### src/rtl/ula_pkg.sv
// ula_pkg -- shared types for the sequential ULA core.
//
// Contents:
//   op_e     4-bit opcode encoding (values 12..15 are illegal unless the
//            optional multiplier is built, which claims 12 as OP_MUL).
//   flags_t  packed {n, v, z, c} status flags, bit 3 = N ... bit 0 = C.
//   state_e  control FSM states IDLE / SHIFT / HOLD.
//   is_shift returns 1 for the four bit-serial shift/rotate opcodes.
//
// Optional feature macro: ULA_SEQ_MUL_EN (see ula_seq_core.sv).

package ula_pkg;

  typedef enum logic [3:0] {
    OP_ADD = 4'd0,
    OP_SUB = 4'd1,
    OP_AND = 4'd2,
    OP_OR  = 4'd3,
    OP_NOT = 4'd4,
    OP_XOR = 4'd5,
    OP_ADC = 4'd6,
    OP_SBB = 4'd7,
    OP_SHL = 4'd8,
    OP_SHR = 4'd9,
    OP_ROL = 4'd10,
    OP_ROR = 4'd11,
    OP_MUL = 4'd12
  } op_e;

  typedef struct packed {
    logic n;
    logic v;
    logic z;
    logic c;
  } flags_t;

  typedef enum logic [1:0] {
    IDLE  = 2'd0,
    SHIFT = 2'd1,
    HOLD  = 2'd2
  } state_e;

  // Opcodes are carried as plain 4-bit vectors so illegal encodings never
  // have to be cast into the enum.
  function automatic logic is_shift(input logic [3:0] op);
    return (op == OP_SHL) || (op == OP_SHR) || (op == OP_ROL) || (op == OP_ROR);
  endfunction

endpackage

### src/rtl/ula_comb_core.sv
// ula_comb_core -- single-cycle combinational ALU slice.
//
// Computes ADD/SUB/AND/OR/NOT/XOR; ADC and SBB are evaluated exactly like
// ADD and SUB, the caller supplies the carry (or borrow) on cin.
// Any other opcode yields s=0, cout=0, v=0.
//
// Ports:
//   op    in   4      opcode (ula_pkg::op_e encoding)
//   a, b  in   WIDTH  operands
//   cin   in   1      carry-in (add) / borrow-in (subtract)
//   s     out  WIDTH  result
//   cout  out  1      bit WIDTH of the extended sum / difference (borrow)
//   v     out  1      signed overflow for add/subtract, 0 otherwise

module ula_comb_core
  import ula_pkg::*;
#(
  parameter int WIDTH = 8
) (
  input  logic [3:0]       op,
  input  logic [WIDTH-1:0] a,
  input  logic [WIDTH-1:0] b,
  input  logic             cin,
  output logic [WIDTH-1:0] s,
  output logic             cout,
  output logic             v
);

  logic [WIDTH:0] sum_ext;
  logic [WIDTH:0] diff_ext;

  assign sum_ext  = {1'b0, a} + {1'b0, b} + {{WIDTH{1'b0}}, cin};
  // Top bit of the extended difference is 1 exactly when a borrow occurs.
  assign diff_ext = {1'b0, a} - {1'b0, b} - {{WIDTH{1'b0}}, cin};

  always_comb begin
    s    = '0;
    cout = 1'b0;
    v    = 1'b0;
    case (op)
      OP_ADD, OP_ADC: begin
        s    = sum_ext[WIDTH-1:0];
        cout = sum_ext[WIDTH];
        v    = (a[WIDTH-1] == b[WIDTH-1]) && (s[WIDTH-1] != a[WIDTH-1]);
      end
      OP_SUB, OP_SBB: begin
        s    = diff_ext[WIDTH-1:0];
        cout = diff_ext[WIDTH];
        v    = (a[WIDTH-1] != b[WIDTH-1]) && (s[WIDTH-1] != a[WIDTH-1]);
      end
      OP_AND: s = a & b;
      OP_OR:  s = a | b;
      OP_NOT: s = ~a;
      OP_XOR: s = a ^ b;
      default: ;
    endcase
  end

endmodule

### src/rtl/ula_seq_core.sv
// ula_seq_core -- handshaked, registered ALU with sticky flags, carry-chained
// ADC/SBB and bit-serial shifts/rotates.
//
// Handshake: a transfer happens on a channel in a cycle where both valid and
// ready are high at the rising clock edge. IN_READY depends only on the FSM
// state and OUT_READY (never on IN_VALID); OUT_VALID depends only on the
// state. Operands are captured only on the accepting edge.
//
// Ports:
//   CLK, RST_N    clock (rising edge), asynchronous active-low reset
//   IN_VALID/IN_READY, OP, CIN, A, B   operation input channel
//   OUT_VALID/OUT_READY, S, COUT, ERR  result output channel
//   FLAGS         sticky {N,V,Z,C}, updated on every legal result
//
// Timing: single-cycle ops and shifts by 0 show OUT_VALID one cycle after
// the accept; a shift by k>0 spends k cycles in SHIFT (one bit per cycle).
//
// Optional feature: define ULA_SEQ_MUL_EN to build an unsigned shift-add
// multiplier on opcode 12 (WIDTH iterations in SHIFT). Without it opcode 12
// is illegal like 13..15.

module ula_seq_core
  import ula_pkg::*;
#(
  parameter int WIDTH   = 8,
  parameter int SHAMT_W = $clog2(WIDTH)
) (
  input  logic             CLK,
  input  logic             RST_N,
  input  logic             IN_VALID,
  output logic             IN_READY,
  input  logic [3:0]       OP,
  input  logic             CIN,
  input  logic [WIDTH-1:0] A,
  input  logic [WIDTH-1:0] B,
  output logic             OUT_VALID,
  input  logic             OUT_READY,
  output logic [WIDTH-1:0] S,
  output logic             COUT,
  output logic [3:0]       FLAGS,
  output logic             ERR
);

  // Counter must hold WIDTH for the multiplier, not just WIDTH-1.
  localparam int CNT_W = $clog2(WIDTH + 1);

  state_e           state_q, state_d;
  logic [3:0]       op_q, op_d;
  logic [WIDTH-1:0] work_q, work_d;
  logic [CNT_W-1:0] cnt_q, cnt_d;
  logic [WIDTH-1:0] s_q, s_d;
  logic             cout_q, cout_d;
  logic             err_q, err_d;
  flags_t           flags_q, flags_d;

  logic             in_ready;
  logic             out_valid;
  logic             accept;

  logic             comb_cin;
  logic [WIDTH-1:0] comb_s;
  logic             comb_cout;
  logic             comb_v;

  logic [WIDTH-1:0] step;
  logic             step_out;

`ifdef ULA_SEQ_MUL_EN
  // Multiplier state: work_q holds the shrinking multiplier / growing low
  // product half, mul_hi_q the high product half, mcand_q the multiplicand.
  logic [WIDTH-1:0] mul_hi_q, mul_hi_d;
  logic [WIDTH-1:0] mcand_q, mcand_d;
  logic [WIDTH:0]   mul_sum;
  logic [WIDTH-1:0] mul_hi_next;
  logic [WIDTH-1:0] mul_lo_next;

  assign mul_sum     = {1'b0, mul_hi_q} + (work_q[0] ? {1'b0, mcand_q} : {(WIDTH+1){1'b0}});
  assign mul_hi_next = mul_sum[WIDTH:1];
  assign mul_lo_next = {mul_sum[0], work_q[WIDTH-1:1]};
`endif

  function automatic flags_t mk_flags(input logic [WIDTH-1:0] s, input logic v, input logic c);
    return '{n: s[WIDTH-1], v: v, z: (s == '0), c: c};
  endfunction

  // ADC/SBB chain on the registered carry of the previous result.
  assign comb_cin = ((OP == OP_ADC) || (OP == OP_SBB)) ? flags_q.c : CIN;

  ula_comb_core #(.WIDTH(WIDTH)) u_comb (
    .op   (OP),
    .a    (A),
    .b    (B),
    .cin  (comb_cin),
    .s    (comb_s),
    .cout (comb_cout),
    .v    (comb_v)
  );

  // One bit-serial shift step; step_out is the bit leaving the word.
  always_comb begin
    step     = work_q;
    step_out = 1'b0;
    case (op_q)
      OP_SHL: begin step = {work_q[WIDTH-2:0], 1'b0};         step_out = work_q[WIDTH-1]; end
      OP_SHR: begin step = {1'b0, work_q[WIDTH-1:1]};         step_out = work_q[0];       end
      OP_ROL: begin step = {work_q[WIDTH-2:0], work_q[WIDTH-1]}; step_out = work_q[WIDTH-1]; end
      OP_ROR: begin step = {work_q[0], work_q[WIDTH-1:1]};    step_out = work_q[0];       end
      default: ;
    endcase
  end

  // ---------------------------------------------------------------- state
  always_ff @(posedge CLK or negedge RST_N) begin
    if (!RST_N) begin
      state_q  <= IDLE;
      op_q     <= '0;
      work_q   <= '0;
      cnt_q    <= '0;
      s_q      <= '0;
      cout_q   <= 1'b0;
      err_q    <= 1'b0;
      flags_q  <= '0;
`ifdef ULA_SEQ_MUL_EN
      mul_hi_q <= '0;
      mcand_q  <= '0;
`endif
    end else begin
      state_q  <= state_d;
      op_q     <= op_d;
      work_q   <= work_d;
      cnt_q    <= cnt_d;
      s_q      <= s_d;
      cout_q   <= cout_d;
      err_q    <= err_d;
      flags_q  <= flags_d;
`ifdef ULA_SEQ_MUL_EN
      mul_hi_q <= mul_hi_d;
      mcand_q  <= mcand_d;
`endif
    end
  end

  // ----------------------------------------------------------- next state
  always_comb begin
    state_d  = state_q;
    op_d     = op_q;
    work_d   = work_q;
    cnt_d    = cnt_q;
    s_d      = s_q;
    cout_d   = cout_q;
    err_d    = err_q;
    flags_d  = flags_q;
`ifdef ULA_SEQ_MUL_EN
    mul_hi_d = mul_hi_q;
    mcand_d  = mcand_q;
`endif
    accept   = IN_VALID && in_ready;

    // Result consumed: fall back to IDLE unless a new op replaces it below.
    if ((state_q == HOLD) && OUT_READY) state_d = IDLE;

    if (state_q == SHIFT) begin
      work_d = step;
      cnt_d  = cnt_q - CNT_W'(1);
`ifdef ULA_SEQ_MUL_EN
      if (op_q == OP_MUL) begin
        work_d   = mul_lo_next;
        mul_hi_d = mul_hi_next;
      end
`endif
      if (cnt_q == CNT_W'(1)) begin
        state_d = HOLD;
        err_d   = 1'b0;
        s_d     = step;
        cout_d  = step_out;
        flags_d = mk_flags(step, 1'b0, step_out);
`ifdef ULA_SEQ_MUL_EN
        if (op_q == OP_MUL) begin
          s_d     = mul_lo_next;
          cout_d  = |mul_hi_next;
          flags_d = mk_flags(mul_lo_next, |mul_hi_next, |mul_hi_next);
        end
`endif
      end
    end

    if (accept) begin
      op_d = OP;
      if (is_shift(OP) && (B[SHAMT_W-1:0] != '0)) begin
        work_d  = A;
        cnt_d   = CNT_W'(B[SHAMT_W-1:0]);
        state_d = SHIFT;
      end
`ifdef ULA_SEQ_MUL_EN
      else if (OP == OP_MUL) begin
        work_d   = B;
        mcand_d  = A;
        mul_hi_d = '0;
        cnt_d    = CNT_W'(WIDTH);
        state_d  = SHIFT;
      end
`endif
      else if (is_shift(OP)) begin
        // Shift by zero: value passes through, nothing shifted out.
        state_d = HOLD;
        err_d   = 1'b0;
        s_d     = A;
        cout_d  = 1'b0;
        flags_d = mk_flags(A, 1'b0, 1'b0);
      end else if (OP <= OP_SBB) begin
        state_d = HOLD;
        err_d   = 1'b0;
        s_d     = comb_s;
        cout_d  = comb_cout;
        flags_d = mk_flags(comb_s, comb_v, comb_cout);
      end else begin
        // Illegal opcode: flags keep their previous value.
        state_d = HOLD;
        err_d   = 1'b1;
        s_d     = '0;
        cout_d  = 1'b0;
      end
    end
  end

  // -------------------------------------------------------------- outputs
  always_comb begin
    in_ready  = (state_q == IDLE) || ((state_q == HOLD) && OUT_READY);
    out_valid = (state_q == HOLD);
  end

  assign IN_READY  = in_ready;
  assign OUT_VALID = out_valid;
  assign S         = s_q;
  assign COUT      = cout_q;
  assign FLAGS     = flags_q;
  assign ERR       = err_q;

endmodule
### config.mk
export PLATFORM = sky130hd
export DESIGN_NAME = ula_seq_core
export DESIGN_NICKNAME = d
export VERILOG_FILES = /design/src/rtl/ula_pkg.sv /design/src/rtl/ula_comb_core.sv /design/src/rtl/ula_seq_core.sv
export SDC_FILE = /design/constraint.sdc
export NUM_CORES = 1
export LEC_CHECK = 0
export CORE_AREA = 2 2 83 85
export DETAILED_ROUTE_END_ITERATION = 7
export DIE_AREA = 0 0 85 87
export PLACE_DENSITY_LB_ADDON = 0.08
export SYNTH_ARGS = -nofsm -noshare
export SYNTH_HDL_FRONTEND = slang
export SYNTH_SLANG_ARGS = --single-unit
### constraint.sdc
create_clock -name CLK -period 2.6 [get_ports CLK]
set_input_delay 0.26 -clock CLK [delete_from_list [all_inputs] [get_ports CLK]]
set_output_delay 0.26 -clock CLK [all_outputs]
set_load 0.02 [all_outputs]
== After elaboration in Yosys (flattened, before gate mapping) ==
Index checks and enable logic that the tools add are counted.

* Bits in registers: 32
* Input port bits: 25
* Word-level logic and storage cells: 104
* Output and inout bits: 16

* Mux-type cells: 41
* Bitwise gates (word level): 4
* $lt $le $gt $ge: 1
* Reductions and logical operators: 20
* Add/sub/neg operators: 5
* Equality and inequality tests: 22

{| class="wikitable"
|+ Operators with widths
! operator !! number
|-
| $mux 8 || 9
|-
| $pmux 8 s6 || 1
|-
| $mux 4 || 9
|-
| $eq 4x4->1 const B || 8
|-
| $pmux 8 s4 || 1
|-
| $logic_not 8->1 || 3
|-
| $eq 4x3->1 const B || 4
|-
| $mux 1 || 13
|-
| $mux 2 || 5
|-
| $add 8x8->9 || 1
|-
| $add 9x1->9 || 1
|-
| $sub 8x8->9 || 1
|-
| $sub 9x1->9 || 1
|-
| $and 8x8->8 || 1
|-
| $eq 4x1->1 const B || 2
|-
| $eq 4x2->1 const B || 2
|-
| $not 8->8 || 1
|-
| $or 8x8->8 || 1
|-
| $reduce_or 2->1 || 4
|-
| $xor 8x8->8 || 1
|-
| $pmux 1 s2 || 3
|-
| $logic_and 1x1->1 || 5
|-
| $logic_or 1x1->1 || 5
|-
| $le 4x3->1 const B || 1
|-
| other kinds (8) || 10
|}

== Depth between registers and ports, before layout ==
Gate-level depths: netlist of run 1.

* Word-level depth: 11
* Mapped depth: 14
* Gate-level depth less buffers: 13

== By module ==
Synthesis of run 1 repeated with hierarchy kept, for this count alone.

* Cells, all modules: 385
* Area, all modules: 3,251.9 um^2

{| class="wikitable"
|+ By module, submodules not included
! module !! cells an instance !! area an instance (um^2) !! times used
|-
| ula_seq_core || 200 || 1,873.0 || 1
|-
| ula_comb_core || 185 || 1,378.8 || 1
|}

== Worst setup path after synthesis of run 1 ==
Ideal clock, no wire load.

* Path type: input -> register
* From: in OP[2]
* To: reg flags_q (netlist bit FLAGS[1])
* Data arrival time: 2.949 ns
* Required time: 2.496 ns
* Setup slack: -0.453 ns
* Stages on the path: 14
* Setup time: 0.104 ns
* Cell sequence: buf_2 > clkbuf_1 > nand3_1 > mux2i_1 > inv_1 > fa_1 > inv_1 > fa_1 > nor2b_1 > o31ai_1 > a21oi_1 > xnor2_1 > a221o_1 > o41ai_2

{| class="wikitable"
|+ RTL lines
! element !! RTL line !! RTL
|-
| start: declaration || ula_seq_core.sv:32 || <nowiki>input logic [3:0] OP,</nowiki>
|-
| end signal: assignment || ula_seq_core.sv:135 || <nowiki>flags_q <= flags_d;</nowiki>
|-
| end: declaration || ula_seq_core.sv:54 || <nowiki>flags_t flags_q, flags_d;</nowiki>
|}

==> run_results.csv, run 1 <==
group,metric,value,unit
outcome,status,"finished, violations left",
outcome,violations,"negative setup slack",
drt,wl_per_cell,18.0,um
drt,routed_wl,10500,um
setup_path,critPathTopFamily,"adder cells",
synth,ys_seq_area_frac,0.246,
setup_path,crit_buf_inv,1,
clock_network,clk_path_buf_depth,2,
clock_network,htree_levels,2,
timing,setup_ws,-0.132,ns
drt,wl_met1,4550,um
layout,syn_to_final_growth,40.6,%
floorplanning,die_area,0.00740,mm^2
drt,antenna_left,0,
synth,netlist.area_leader.share,0.246,
setup_path,arrival,2.92,ns
setup_path,critical_path.max_stage_delay,0.55,ns
setup_path,cp.required,2.79,ns
drt,wl_met3,508,um
synth,netlist_area,0.00326,mm^2
synth,yosysTopAreaCell,"dfrtp_1",
clock_network,cts-root-buf,"clkbuf_8",
layout,fin_nets,565,
setup_path,crit_type,"flip-flop to flip-flop",
clock_network,cts_sinks,32,
floorplanning,fp-row-count,30,
clock_network,cts_tree,"built",
synth,syn-num-nets,459,
layout,final_core_util,0.698,
synth,synth-seq-cells,32,
synth,ys.flop_type,"dfrtp_1",
drt,drt_iter0_drc,151,
drt,maxUsedRoutingLayer,"met4",
floorplanning,core,0.00657,mm^2
synth,synth_area_leaders,"dfrtp_1 (25%), ha_1 (12%), a21oi_1 (4.9%), nor2_1 (4.0%), a211oi_1 (3.9%)",
synth,synth_cell_types,60,
floorplanning,start_util,0.496,
worst_hold_path,hold_class,"input port to async pin",
grt,track_usage,0.295,
layout,design_area,0.00458,mm^2
timing,relSlewSlack,0.711,
timing,finalHoldViolCount,0,
clock_network,clk_latency,0.29,ns
setup_path,worstPathCellList,"mux2i_4, inv_2, fa_2, ha_2, o21ai_4, nand3_4, a41o_1, a31oi_4, or3_4, o41ai_2",
setup_path,crit_path_start_kind,"flip-flop",
floorplanning,num_io_pins,41,
power,peakVddDrop,0.655,mV
drt,drc,0,
job,timing.max_cap.violations,0,
floorplanning,die_y,87,um
power,power_density,762,mW/mm^2
synth,synth_edf_count,0,
power,p_leak,0.00203,uW
grt,grt_pass1_vias,3515,
timing,worstMarginPinSlew,0.422,ns
drt,met2WireLength,5220,um
setup_path,path_max_fanout,5,
placed_design,hpwlAfterDp,8410,um
synth,synth_area_per_cell,8.19,um^2
synth,ys_async_sr_fraction,1.00,
timing,post-route-min-period,2.73,ns
drt,dr_total_vias,3420,
timing,setup_viol,3,
clock_network,hold_buffers,0,
timing,skew,0.00644,ns
placed_design,io_buffers,40,
timing,slew_viol_final,0,
setup_path,worst_setup_path_end_kind,"flip-flop",
grt,grt-ovfl-total,0,
timing,grt_setup_unrepaired,"yes",
floorplanning,die_w,85,um
layout,diodes,0,
grt,antenna_found_initial,0,
layout,drive_above_1_share,0.275,
setup_path,slowest_stage,"fa_2",
synth,syn_inst,398,
drt,viasPerCell,5.85,
clock_network,clk_pin_slew,0.07,ns
synth,ys_warn_count,0,
timing,post-route-period-util,1.05,
grt,grt_pass1_wl,17100,um
grt,grt_max_degree,33,
timing,fmax,366,MHz
placed_design,place_area,0.00430,mm^2
clock_network,cts_made_buffers,5,
drt,drtPass1Iterations,4,
placed_design,gp_congestion,0.976,
worst reg2reg max path, stage by stage (launching register included):
cell and delay [ns]:
dfrtp_1 0.43, mux2i_4 0.21, inv_2 0.06, fa_2 0.55, ha_2 0.20, o21ai_4 0.07
nand3_4 0.09, a41o_1 0.24, a31oi_4 0.12, or3_4 0.41, o41ai_2 0.27
logic make-up after synthesis:
kind of cell	Yosys count	synth area share
multiplexers	17	0.0595
AND/OR/NAND/NOR	122	0.184
XOR/XNOR	12	0.0322
buffers and inverters	52	0.0610
flip-flops	32	0.246
AO/OA/AOI/OAI	127	0.270
adder cells (fa/ha/maj)	36	0.147
through the flow:
stage	setup WS (ns)	hold WS (ns)	TNS [ns]	cells	power, uW
after global placement	-0.705	0.460	-7.08	575	2860
after floorplan	-0.170	-0.0356	-0.580	398	2170
after detailed placement	-0.820	0.498	-8.18	575	2920
final	-0.132	0.367	-0.200	585	3490
after CTS	-0.125	0.393	-0.297	585	3450
after global routing	-0.194	0.401	-0.631	585	3720
synth_stat cells, types with 9 or more instances:
cell,count
o21ai_0,17
nor2b_1,12
dfrtp_1,32
ha_1,32
nor3_1,12
a21oi_1,32
inv_1,31
a211oi_1,17
nand3_1,9
nor2_1,35
clkbuf_1,17
mux2_2,9
a31oi_1,9
nand2_1,27
cells in the final DEF, fill, tap and decap left out, types with 4 or more instances in the layout:
cell type / count
xor2_1: 5
nand3_1: 5
o211ai_1: 4
nand2b_1: 5
a211oi_1: 16
nor2_1: 35
a21oi_1: 30
mux2_2: 9
clkdlybuf4s50_1: 35
nand2_1: 27
a31oi_1: 7
xnor2_1: 7
dfrtp_1: 32
inv_1: 27
o21ai_0: 13
o21a_1: 7
inv_2: 4
nor2b_1: 11
nor3_1: 11
fa_2: 4
mux2i_1: 6
buf_4: 79
a21o_1: 6
clkbuf_8: 5
ha_1: 28
power by group:
group,internal (uW),switching (uW)
sequential,740,245
clock,284,191
combinational,990,1040
total,2010,1480
final cells by class:
class,instances,area (um^2)
Multi-Input combinational cell,314,2450
Timing Repair Buffer,120,1010
Inverter,31,116
Fill cell,571,1990
Clock buffer,6,72.6
Sequential cell,32,801
Clock inverter,2,35.0
Tap cell,80,100
layer usage:
metal / vias up / track usage
met3: 22 / 0.0227
met4: 0 / 0.115
met1: 1635 / 0.372
met5: - / 0
met2: 112 / 0.524
li1: 1651 / -
sequential cells by signal (all words and copies together) (netlist names):
register / count
op_q: 4
state_q: 2
cnt_q: 4
FLAGS: 4
ERR: 1
work_q: 8
COUT: 1
S: 8
path summary, 6_finish.rpt:
| kind | startpoint | endpoint | slack [ns] | depth (start not counted) |
|---|---|---|---|---|
| min in group CLK | A[0] | work_q[0] | 0.48 | 3 |
| max | FLAGS[0] | FLAGS[1] | -0.13 | 10 |
| max reg2reg | FLAGS[0] | FLAGS[1] | -0.13 | 10 |
| min | RST_N | cnt_q[1] | 0.37 | 2 |
| min reg2reg | op_q[3] | op_q[3] | 0.50 | 2 |
| max in group asynchronous | RST_N | FLAGS[2] | 1.93 | 2 |
timing repair:
item	in CTS	in global routing
hold endpoints to repair	0	0
setup buffers	4	0
pin swaps	19	2
gates resized for setup	27	13
endpoints found under the setup margin	12	11
Power figures use the tool's default switching activity.
==> inputs of run 2 (changes only) <==
--- a/config.mk
+++ b/config.mk
@@ -5,9 +5,11 @@
 export SDC_FILE = /design/constraint.sdc
 export NUM_CORES = 1
 export LEC_CHECK = 0
-export CORE_AREA = 2 2 83 85
+export CORE_AREA = 2 2 78 80
 export DETAILED_ROUTE_END_ITERATION = 7
-export DIE_AREA = 0 0 85 87
+export DIE_AREA = 0 0 80 82
+export DONT_BUFFER_PORTS = 1
+export MAX_ROUTING_LAYER = met4
 export PLACE_DENSITY_LB_ADDON = 0.08
 export SYNTH_ARGS = -nofsm -noshare
 export SYNTH_HDL_FRONTEND = slang
==> run_results.csv, run 2 (same netlist as run 1, synthesis figures left out) <==
group,metric,value,unit
clock_network,clk_latency,0.29,ns
layout,final_core_util,0.639,
grt,antenna_found_initial,0,
setup_path,worst_setup_path_end_kind,"flip-flop",
worst_hold_path,hold_class,"input port to flip-flop",
timing,slew_viol_final,0,
setup_path,arrival,2.91,ns
setup_path,crit_type,"flip-flop to flip-flop",
drt,drc,0,
grt,grt_pass1_wl,15000,um
layout,nFillCells,502,
setup_path,critical_path.max_stage_delay,0.55,ns
drt,dr_total_vias,3105,
setup_path,crit_cells,11,
layout,drive_above_1_share,0.171,
layout,layout_common_cells,"nor2_1 (35), dfrtp_1 (32), a21oi_1 (30), ha_1 (30), inv_1 (28)",
drt,viasPerCell,6.40,
clock_network,cts_sinks,32,
setup_path,r2r_cells,11,
clock_network,clk_pin_slew,0.07,ns
drt,drt_iter0_drc,191,
layout,syn_to_final_growth,12.7,%
setup_path,critPathTopFamily,"compound AO/OA/AOI/OAI gates",
setup_path,critical_path.endpoint,"FLAGS[1]",
grt,grt_pass1_vias,2939,
worst_hold_path,min_from,"B[1]",
floorplanning,die_area,0.00656,mm^2
setup_path,reg2reg_setup_slack,-0.14,ns
timing,setup_viol,4,
floorplanning,num_io_pins,41,
timing,post-route-min-period,2.74,ns
floorplanning,die_w,80,um
setup_path,crit_path_start_kind,"flip-flop",
setup_path,r2r_start,"FLAGS[0]",
timing,relSlewSlack,0.535,
floorplanning,core,0.00575,mm^2
setup_path,path_max_fanout,2,
drt,routed_wl,9350,um
timing,grt_setup_unrepaired,"yes",
placed_design,gp_congestion,0.971,
power,power_density,810,mW/mm^2
clock_network,cts_made_buffers,5,
grt,grt_max_degree,33,
timing,skew,0.00887,ns
layout,diodes,0,
power,p_leak,0.00158,uW
outcome,status,"finished, violations left",
grt,track_usage,0.306,
floorplanning,die_y,82,um
placed_design,hpwlAfterDp,7300,um
clock_network,clk_path_buf_depth,2,
setup_path,cp.required,2.77,ns
timing,finalHoldViolCount,0,
setup_path,crit_buf_inv,2,
layout,layout_commonest_cell,"nor2_1",
power,peakVddDrop,0.468,mV
layout,fin_nets,471,
drt,antenna_left,0,
timing,post-route-period-util,1.05,
timing,finalHoldWorstSlack,0.0910,ns
grt,grt-ovfl-total,0,
clock_network,cts_tree,"built",
floorplanning,fp-row-count,28,
setup_path,startpoint,"FLAGS[0]",
timing,fmax,365,MHz
setup_path,slowest_stage,"fa_2",
clock_network,cts-root-buf,"clkbuf_8",
placed_design,io_buffers,0,
drt,wl_per_cell,19.3,um
placed_design,dp.cells,475,
outcome,violations,"negative setup slack",
clock_network,htree_levels,2,
floorplanning,start_util,0.567,
setup_path,r2r_end,"FLAGS[1]",
timing,setup_ws,-0.142,ns
timing,worstMarginPinSlew,0.679,ns
setup_path,worstPathCellList,"mux2i_2, inv_1, fa_2, inv_2, ha_4, o21ai_4, nand2_1, xor2_1, a221oi_2, nand4_1, o41ai_2",
drt,drtPass1Iterations,4,
job,timing.max_cap.violations,0,
layout,stdcell_count,485,
-- run 2: cell types whose count changed in the layout (fill, tap and decap cells not counted), moves of 2 or more --
| cell | change |
|---|---|
| buf_4 | -55 |
| nand3_1 | +2 |
| o21ai_0 | +2 |
| clkdlybuf4s15_1 | -3 |
| clkdlybuf4s50_1 | -35 |
| ha_1 | +2 |
| fa_1 | +2 |
| fa_2 | -2 |
| nand3_2 | -2 |
-- run 2: worst register-to-register path, stage by stage (launching register included) --
cell and delay [ns]:
dfrtp_1 0.39, mux2i_2 0.23, inv_1 0.09, fa_2 0.55
inv_2 0.07, ha_4 0.16, o21ai_4 0.15, nand2_1 0.09
xor2_1 0.16, a221oi_2 0.33, nand4_1 0.17, o41ai_2 0.24
-- run 2: cell type report --
class	instances	area, um^2	share of cell area
Tap cell	75	93.8	0.0256
Inverter	31	116	0.0317
Clock buffer	6	72.6	0.0198
Clock inverter	1	5.00	0.00136
Multi-Input combinational cell	314	2370	0.646
Timing Repair Buffer	26	210	0.0572
Sequential cell	32	801	0.218
-- run 2: power breakdown --
part	switching [uW]	internal, uW	total [uW]
sequential	359	739	1100
combinational	821	690	1510
clock	182	182	363
-- run 2: metal layers --
layer / GRT usage / wire length, um / vias up
met4: 0.112 / 231 / 0
met1: 0.392 / 4130 / 1516
li1: - / - / 1471
met3: 0.0264 / 358 / 26
met2: 0.508 / 4640 / 92
met5: - / 0 / -
-- run 2: worst min path at each step --
stage / cells past startpoint / slack (ns) / to
CTS: 2 / 0.09 / cnt_q[1]
finish: 2 / 0.09 / cnt_q[1]
global route: 2 / 0.10 / cnt_q[1]
detailed placement: 0 / -0.03 / cnt_q[2]
global placement: 0 / -0.03 / cnt_q[2]
floorplan: 0 / -0.04 / COUT
-- run 2: what timing repair did --
item                                    4_1_cts  5_1_grt
resized for setup                            10        4
endpoints found under the setup margin        8       10
buffers inserted                              0        2
hold endpoints to repair                     32        0
hold buffers                                  2        0
gates cloned                                  0        0
pin swaps                                     9        2
-- run 2: per-stage QoR --
step | setup WS, ns | instance area (um^2) | total power [uW] | TNS (ns)
floorplan | -0.170 | 3320 | 2170 | -0.580
global placement | -0.344 | 3480 | 2500 | -1.24
detailed placement | -0.310 | 3480 | 2540 | -1.42
CTS | -0.138 | 3630 | 2940 | -0.165
global route | -0.228 | 3670 | 3180 | -1.23
finish | -0.142 | 3670 | 2970 | -0.237
==> inputs of run 3 (changes only) <==
--- a/config.mk
+++ b/config.mk
@@ -9,8 +9,10 @@
 export DETAILED_ROUTE_END_ITERATION = 7
 export DIE_AREA = 0 0 80 82
 export DONT_BUFFER_PORTS = 1
+export GPL_TIMING_DRIVEN = 0
 export MAX_ROUTING_LAYER = met4
 export PLACE_DENSITY_LB_ADDON = 0.08
 export SYNTH_ARGS = -nofsm -noshare
 export SYNTH_HDL_FRONTEND = slang
+export SYNTH_HIERARCHICAL = 1
 export SYNTH_SLANG_ARGS = --single-unit
==> run_results.csv, run 3 <==
group,metric,value,unit
outcome,status,"finished, violations left",
outcome,violations,"negative setup slack",
layout,multi_input_area,0.00238,mm^2
setup_path,path_max_fanout,3,
power,p_leak,0.00153,uW
job,timing.max_cap.violations,0,
synth,syn_inst,385,
grt,grt-ovfl-total,0,
setup_path,slowest_stage,"fa_2",
clock_network,htree_levels,2,
synth,synth_cell_types,56,
drt,drt_iter0_drc,217,
layout,syn_to_final_growth,12.6,%
placed_design,hpwlAfterDp,6730,um
synth,synth_most_common_cell,"inv_1",
layout,fin_nets,457,
synth,syn-num-nets,446,
floorplanning,die_w,80,um
setup_path,r2r_cells,14,
synth,netlist_area,0.00325,mm^2
synth,synth_area_per_cell,8.45,um^2
synth,synth_edf_count,0,
floorplanning,die_area,0.00656,mm^2
setup_path,crit_type,"flip-flop to flip-flop",
clock_network,clk_path_buf_depth,2,
layout,regArea,802,um^2
timing,worstMarginPinSlew,0.991,ns
floorplanning,fp-row-count,28,
drt,routed_wl,8770,um
drt,wl_per_cell,18.6,um
layout,drive_above_1_share,0.179,
drt,viasPerCell,6.17,
setup_path,reg2reg_setup_slack,-0.65,ns
setup_path,critPathTopFamily,"compound AO/OA/AOI/OAI gates",
setup_path,crit_path_start_kind,"flip-flop",
clock_network,cts_sinks,32,
timing,relSlewSlack,0.333,
drt,dr_total_vias,2913,
power,p_seq_frac,0.379,
timing,post-route-min-period,3.25,ns
floorplanning,die_y,82,um
timing,slew_viol_final,0,
placed_design,pre_cts_ws,-0.729,ns
layout,nFillCells,504,
clock_network,clk_latency,0.28,ns
worst_hold_path,hold_class,"input port to flip-flop",
synth,ys_async_sr_fraction,1.00,
synth,ys_warn_count,6,
drt,antenna_left,0,
layout,diodes,0,
layout,layout_common_cells,"inv_1 (34), dfrtp_1 (31), ha_1 (31), nand2_1 (28), a21oi_1 (27)",
placed_design,dp.cells,460,
clock_network,cts-root-buf,"clkbuf_8",
floorplanning,core,0.00575,mm^2
clock_network,cts_made_buffers,5,
drt,drc,0,
timing,setup_viol,13,
floorplanning,num_io_pins,41,
placed_design,gp_congestion,0.934,
timing,skew,0.00566,ns
setup_path,r2r_end,"FLAGS[1]",
power,switching_share,0.321,
timing,finalHoldViolCount,0,
synth,yosysTopAreaCell,"dfrtp_1",
grt,antenna_found_initial,0,
placed_design,io_buffers,0,
synth,ys.flop_type,"dfrtp_1",
timing,fmax,308,MHz
setup_path,worstPathCellList,"mux2_4, fa_2, inv_2, ha_4, o21ai_4, a211oi_2, or3_4, xnor2_2, o221ai_2, nor2_1, nand3_1, a21oi_2, a31oi_1, o41ai_2",
synth,netlist.area_leader.share,0.246,
setup_path,cp.required,2.74,ns
setup_path,worst_setup_path_end_kind,"flip-flop",
floorplanning,start_util,0.566,
setup_path,r2r_start,"FLAGS[0]",
grt,grt_pass1_vias,2935,
setup_path,crit_buf_inv,1,
clock_network,cts_tree,"built",
layout,layout_commonest_cell,"inv_1",
power,power_frac_comb,0.323,
synth,ys_seq_area_frac,0.246,
setup_path,arrival,3.39,ns
power,p_int,893,uW
grt,grt_max_degree,33,
power,net-switching-power,423,uW
synth,synth-seq-cells,32,
power,peakVddDrop,0.244,mV
grt,track_usage,0.285,
setup_path,critical_path.max_stage_delay,0.60,ns
grt,grt_pass1_wl,14200,um
layout,stdcell_count,472,
power,p_clk_frac,0.298,
drt,drtPass1Iterations,7,
timing,post-route-period-util,1.25,
power,power_density,359,mW/mm^2
worst_hold_path,hold_end,"cnt_q[2]",
timing,grt_setup_unrepaired,"yes",
worst_hold_path,holdPathStages,2,
timing,setup_ws,-0.649,ns
clock_network,clk_pin_slew,0.07,ns
worst_hold_path,min_from,"B[2]",
synth,synth_commonest_cells,"inv_1 (35), dfrtp_1 (32), ha_1 (32)",
synth,synth_area_leaders,"dfrtp_1 (25%), ha_1 (12%), mux2i_1 (5.5%), a21oi_1 (4.8%), o21ai_0 (4.8%)",
==> run 3: per-stage QoR <==
stage / area (um^2) / util / setup TNS, ns / hold slack (ns) / power (uW)
4_1_cts: 3590 / 0.624 / -3.78 / 0.0917 / 1280
3_5_place_dp: 3390 / 0.590 / -4.51 / -0.0348 / 845
3_3_place_gp: 3390 / 0.590 / -4.28 / -0.0347 / 840
5_1_grt: 3660 / 0.637 / -5.39 / 0.101 / 1380
6_report: 3660 / 0.637 / -4.17 / 0.0961 / 1320
2_1_floorplan: 3300 / - / -1.08 / -0.0356 / 781
==> run 3: cells by family after synthesis <==
group	synth area share
multiplexers	0.0912
AND/OR/NAND/NOR	0.169
AO/OA/AOI/OAI	0.234
adder cells (fa/ha/maj)	0.148
flip-flops	0.246
XOR/XNOR	0.0377
buffers and inverters	0.0739
==> run 3: power by group through the flow <==
stage                     sequential (uW)  combinational [uW]  clock (uW)
after floorplan                       507                 274           0
after global placement                507                 333           0
after detailed placement              507                 337           0
after CTS                             498                 386         392
after global routing                  497                 467         415
final                                 498                 425         392
==> run 3: how the worst max path moves through the flow <==
stage	cells past startpoint	end	slack, ns	from
floorplan	15	FLAGS[1]	-0.37	FLAGS[0]
global placement	15	FLAGS[1]	-0.71	FLAGS[0]
detailed placement	15	FLAGS[1]	-0.73	FLAGS[0]
CTS	14	FLAGS[1]	-0.60	FLAGS[0]
global route	14	FLAGS[1]	-0.72	FLAGS[0]
finish	14	FLAGS[1]	-0.65	FLAGS[0]
==> run 3: routing by layer <==
metal  GRT usage  wire (um)  up-vias
met2       0.498       4490       86
met3      0.0308        337       18
met5           -          0        -
met1       0.339       3710     1398
met4       0.108        233        0
li1            -          -     1411
==> run 3: what timing repair did <==
item,4_1_cts,5_1_grt
setup endpoints to repair,12,13
resized for setup,15,17
setup buffers,2,1
hold buffers,2,0
hold endpoints to repair,32,0
pin swaps,11,18
==> run 3: final cells by class <==
type	count	share of cell area
repair buffers	5	0.0154
flip-flops and latches	32	0.219
inverters	36	0.0383
multi-input cells	298	0.649
well taps	75	0.0256
clock inverters	2	0.00273
plain buffers	18	0.0277
clock buffers	6	0.0225
==> run 3: worst register-to-register path: stages (launching register included) <==
cell,delay (ns)
dfrtp_2,0.48
mux2_4,0.32
fa_2,0.60
inv_2,0.06
ha_4,0.16
o21ai_4,0.14
a211oi_2,0.10
or3_4,0.37
xnor2_2,0.15
o221ai_2,0.21
nor2_1,0.08
nand3_1,0.08
a21oi_2,0.06
a31oi_1,0.19
o41ai_2,0.11
==> RTL change 1 (config.mk and constraints of run 1) <==
Reset style: synchronous (`RST_N`), changed in one clocked block. Comments in the files are not updated.
--- a/src/rtl/ula_seq_core.sv
+++ b/src/rtl/ula_seq_core.sv
@@ -110,7 +110,7 @@
   end
 
   // ---------------------------------------------------------------- state
-  always_ff @(posedge CLK or negedge RST_N) begin
+  always_ff @(posedge CLK) begin
     if (!RST_N) begin
       state_q  <= IDLE;
       op_q     <= '0;
Formal check against the unedited RTL: differs if RST_N is asserted again (counterexample within 4 cycles, from zero or initial values and one cycle with RST_N low); with RST_N held inactive, the same outputs for 10 cycles.
==> RTL change 1 against run 1 <==
The flow still finishes with violations (negative setup slack); sequential cell count unchanged; area after synthesis up 0.38%; sequential share of layout area down 3.2 points; routed wire length down 4.4%; maximum frequency down 0.81%; global-route usage down 1.7 points; setup slack worse by 0.022 ns; final area down 2.1%.
Power is not compared: it rests on default switching activity, and its combinational part moved more than twofold at a synthesized area within 25%.
==> RTL change 1: results (changes against run 1) <==
- Worst Tran Pin Value: 0.597 ns (+0.174 ns)
- Largest net degree at the start of global routing: 25 (-24%)
- Layout Cells excl Fill: 621 (+6.2%)
- Worst skew pair latency: 0.28 ns
- Final setup vio count: 6 (+3)
- Logic pwr share: 0.473
- Final #Nets: 602 (+6.5%)
- Syn nets: 503 (+9.6%)
- Layout cells sized above 1: 0.238 (-0.0368)
- Post-DP Area: 4230 sq um (-1.7%)
- Sequential share of the synthesized area: 0.196 (-0.0499)
- Routability cong.: 0.912 (-6.6%)
- Synth top area cells: dfxtp_1 20%, ha_1 12%, a21oi_1 6.0%
- Post-CTS Setup Bufs: 3 (-1)
- Met3 WL post-DR: 417 um (-18%)
- Failing checks: negative setup slack
- Setup WS pre-CTS: -0.835 ns (-0.0149 ns)
- Post-synth top cells: 46 x nand2_1, 39 x a21oi_1, 34 x inv_1, 34 x nor2_1
- Synth Area in XOR/XNOR: 0.0424 (+0.0102)
- Synth Instances: 442 (+11%)
- Critical Path AT: 2.96 ns (+0.04 ns)
- Met2 routed WL: 4950 um (-5.3%)
- Netlist cell types: 62 (+3.3%)
- Worst-path maximum fanout: 2 (-3)
- Status: complete, but fails checks
- Met3 global-route usage: 0.0218 (-0.000948)
- Post-synthesis mux area share: 0.0275 (-0.0320)
- Top cell family by delay on the critical path: simple AND/OR/NAND/NOR gates
- FILL cells: 549 (-3.9%)
- Initial DRC Count: 243 (+61%)
- CP max-delay cell: or4_4
- Routed WL per cell: 16.2 um (-10%)
- Synth Area in Adders: 0.147 (-0.000564)
- Vias: 3534 (+3.3%)
- First-pass GRT wire length: 16800 um (-2.1%)
- Dpl cells: 609 (+5.9%)
- Vias in the first global route: 3516 (+0.028%)
- Top_reg_cell synth: dfxtp_1
- Met2 Use GR: 0.492 (-0.0320)
- TritonRoute pass-1 iters: 5 (+1)
- Max Clock Skew: 0.00360 ns (-0.00285 ns)
- Total Power: 1.85 mW
- Async SR Flop Fraction: 0 (-1.00)
- Final critical-path setup slack: -0.154 ns (-0.0222 ns)
- Area Growth Syn to Fin: 37.1%
- Wl on met1: 4560 um (+0.11%)
- Final TNS setup: -0.537 ns (-0.337 ns)
- Resized cells post-CTS: 25 (-7.4%)
- Detailed placer's ending HPWL: 7950 um (-5.6%)
- Compound-Gate Fraction of Synth Area: 0.285 (+0.0146)
- Global Route met1 Usage: 0.364 (-0.00731)
- Hold Crit Class: in -> reg
[RTL change 1: logic make-up after synthesis]
| group | after synthesis |
|---|---|
| DFF | 32 |
| muxes | 9 |
| buffers and inverters | 60 |
| adders and majority gates | 36 |
| AOI/OAI and AO/OA | 141 |
| and+or+nand+nor | 149 |
| xor gates and xnor gates | 15 |
[RTL change 1: cell type report]
class / count / share of cell area
multi-input combinational: 350 / 0.565
timing repair buffer: 117 / 0.218
sequential: 32 / 0.143
inverter: 35 / 0.0298
tap: 80 / 0.0223
clock buffer: 7 / 0.0215
[RTL change 1: worst paths after layout]
check	endpoint	cells past startpoint	from	slack, ns
setup reg to reg	FLAGS[1]	11	FLAGS[0]	-0.15
hold / removal	op_q[3]	4	OP[3]	0.42
hold reg to reg	op_q[3]	2	op_q[3]	0.46
setup / recovery	FLAGS[1]	11	FLAGS[0]	-0.15
==> RTL change 2 (settings of run 1) <==
Made on the original files. `WIDTH` is set to 8 in 2 places; all go to 32.
--- a/src/rtl/ula_comb_core.sv
+++ b/src/rtl/ula_comb_core.sv
@@ -15,7 +15,7 @@
 module ula_comb_core
   import ula_pkg::*;
 #(
-  parameter int WIDTH = 8
+  parameter int WIDTH = 32
 ) (
   input  logic [3:0]       op,
   input  logic [WIDTH-1:0] a,
--- a/src/rtl/ula_seq_core.sv
+++ b/src/rtl/ula_seq_core.sv
@@ -22,7 +22,7 @@
 module ula_seq_core
   import ula_pkg::*;
 #(
-  parameter int WIDTH   = 8,
+  parameter int WIDTH   = 32,
   parameter int SHAMT_W = $clog2(WIDTH)
 ) (
   input  logic             CLK,
Interface: changed (resized A, B and S); port bits go from 41 to 113. No check against the original RTL was run, so the function may have changed too.
==> RTL change 2 against run 1 <==
The run now fails in 3_1_place_gp_skip_io; area after synthesis rose to 3.3 times the old value.
==> RTL change 2: results (changes against run 1) <==
- Syn nets: 1636 (+260%)
- Netlist cell types: 80 (+33%)
- Synth top area cells: dfrtp_1 19%, ha_1 15%, a21oi_1 8.4%
- Post-synth top cells: 179 x a21oi_1, 173 x nor2_1, 128 x ha_1, 111 x inv_1, 99 x nand2_1
- Synth Area in Adders: 0.158 (+0.0108)
- Status: aborted with a tool error
- Sequential share of the synthesized area: 0.193 (-0.0526)
- Post-synthesis mux area share: 0.0368 (-0.0227)
- Die width: 85 um (unchanged)
- Error msg: [ERROR FLW-0024] Place density exceeds 1.0 (current PLACE_DENSITY_LB_ADDON =  0.08). Please check if the value of  PLACE_DENSITY_LB_ADDON is between 0 and 0.99.
- Halt Stage: 3_1_place_gp_skip_io
- Compound-Gate Fraction of Synth Area: 0.315 (+0.0444)
- Synth Instances: 1431 (+260%)
- Synth Warn #: 0 (unchanged)
- Flops & latches, synth: 82 (+160%)
- Synth Area in XOR/XNOR: 0.0453 (+0.0131)
- Async SR Flop Fraction: 1.00 (unchanged)
- Yosys top cell area share: 0.193 (-0.0526)
## RTL change 2: cell types whose count changed after synthesis, moves of 21 or more
cell      delta
ha_1        +96
mux2i_1     +31
xor2_1      +22
nand2_1     +72
dfrtp_1     +50
xnor2_1     +21
inv_1       +80
o21ai_0     +60
nor2_1     +138
a221oi_1    +25
a211oi_1    +43
clkbuf_1    +44
a21oi_1    +147
## RTL change 2: cells by family after synthesis
group                    Yosys count
AND/OR/NAND/NOR                  418
adder cells (fa/ha/maj)          132
multiplexers                      39
flip-flops                        82
AO/OA/AOI/OAI                    508
buffers and inverters            197
XOR/XNOR                          55
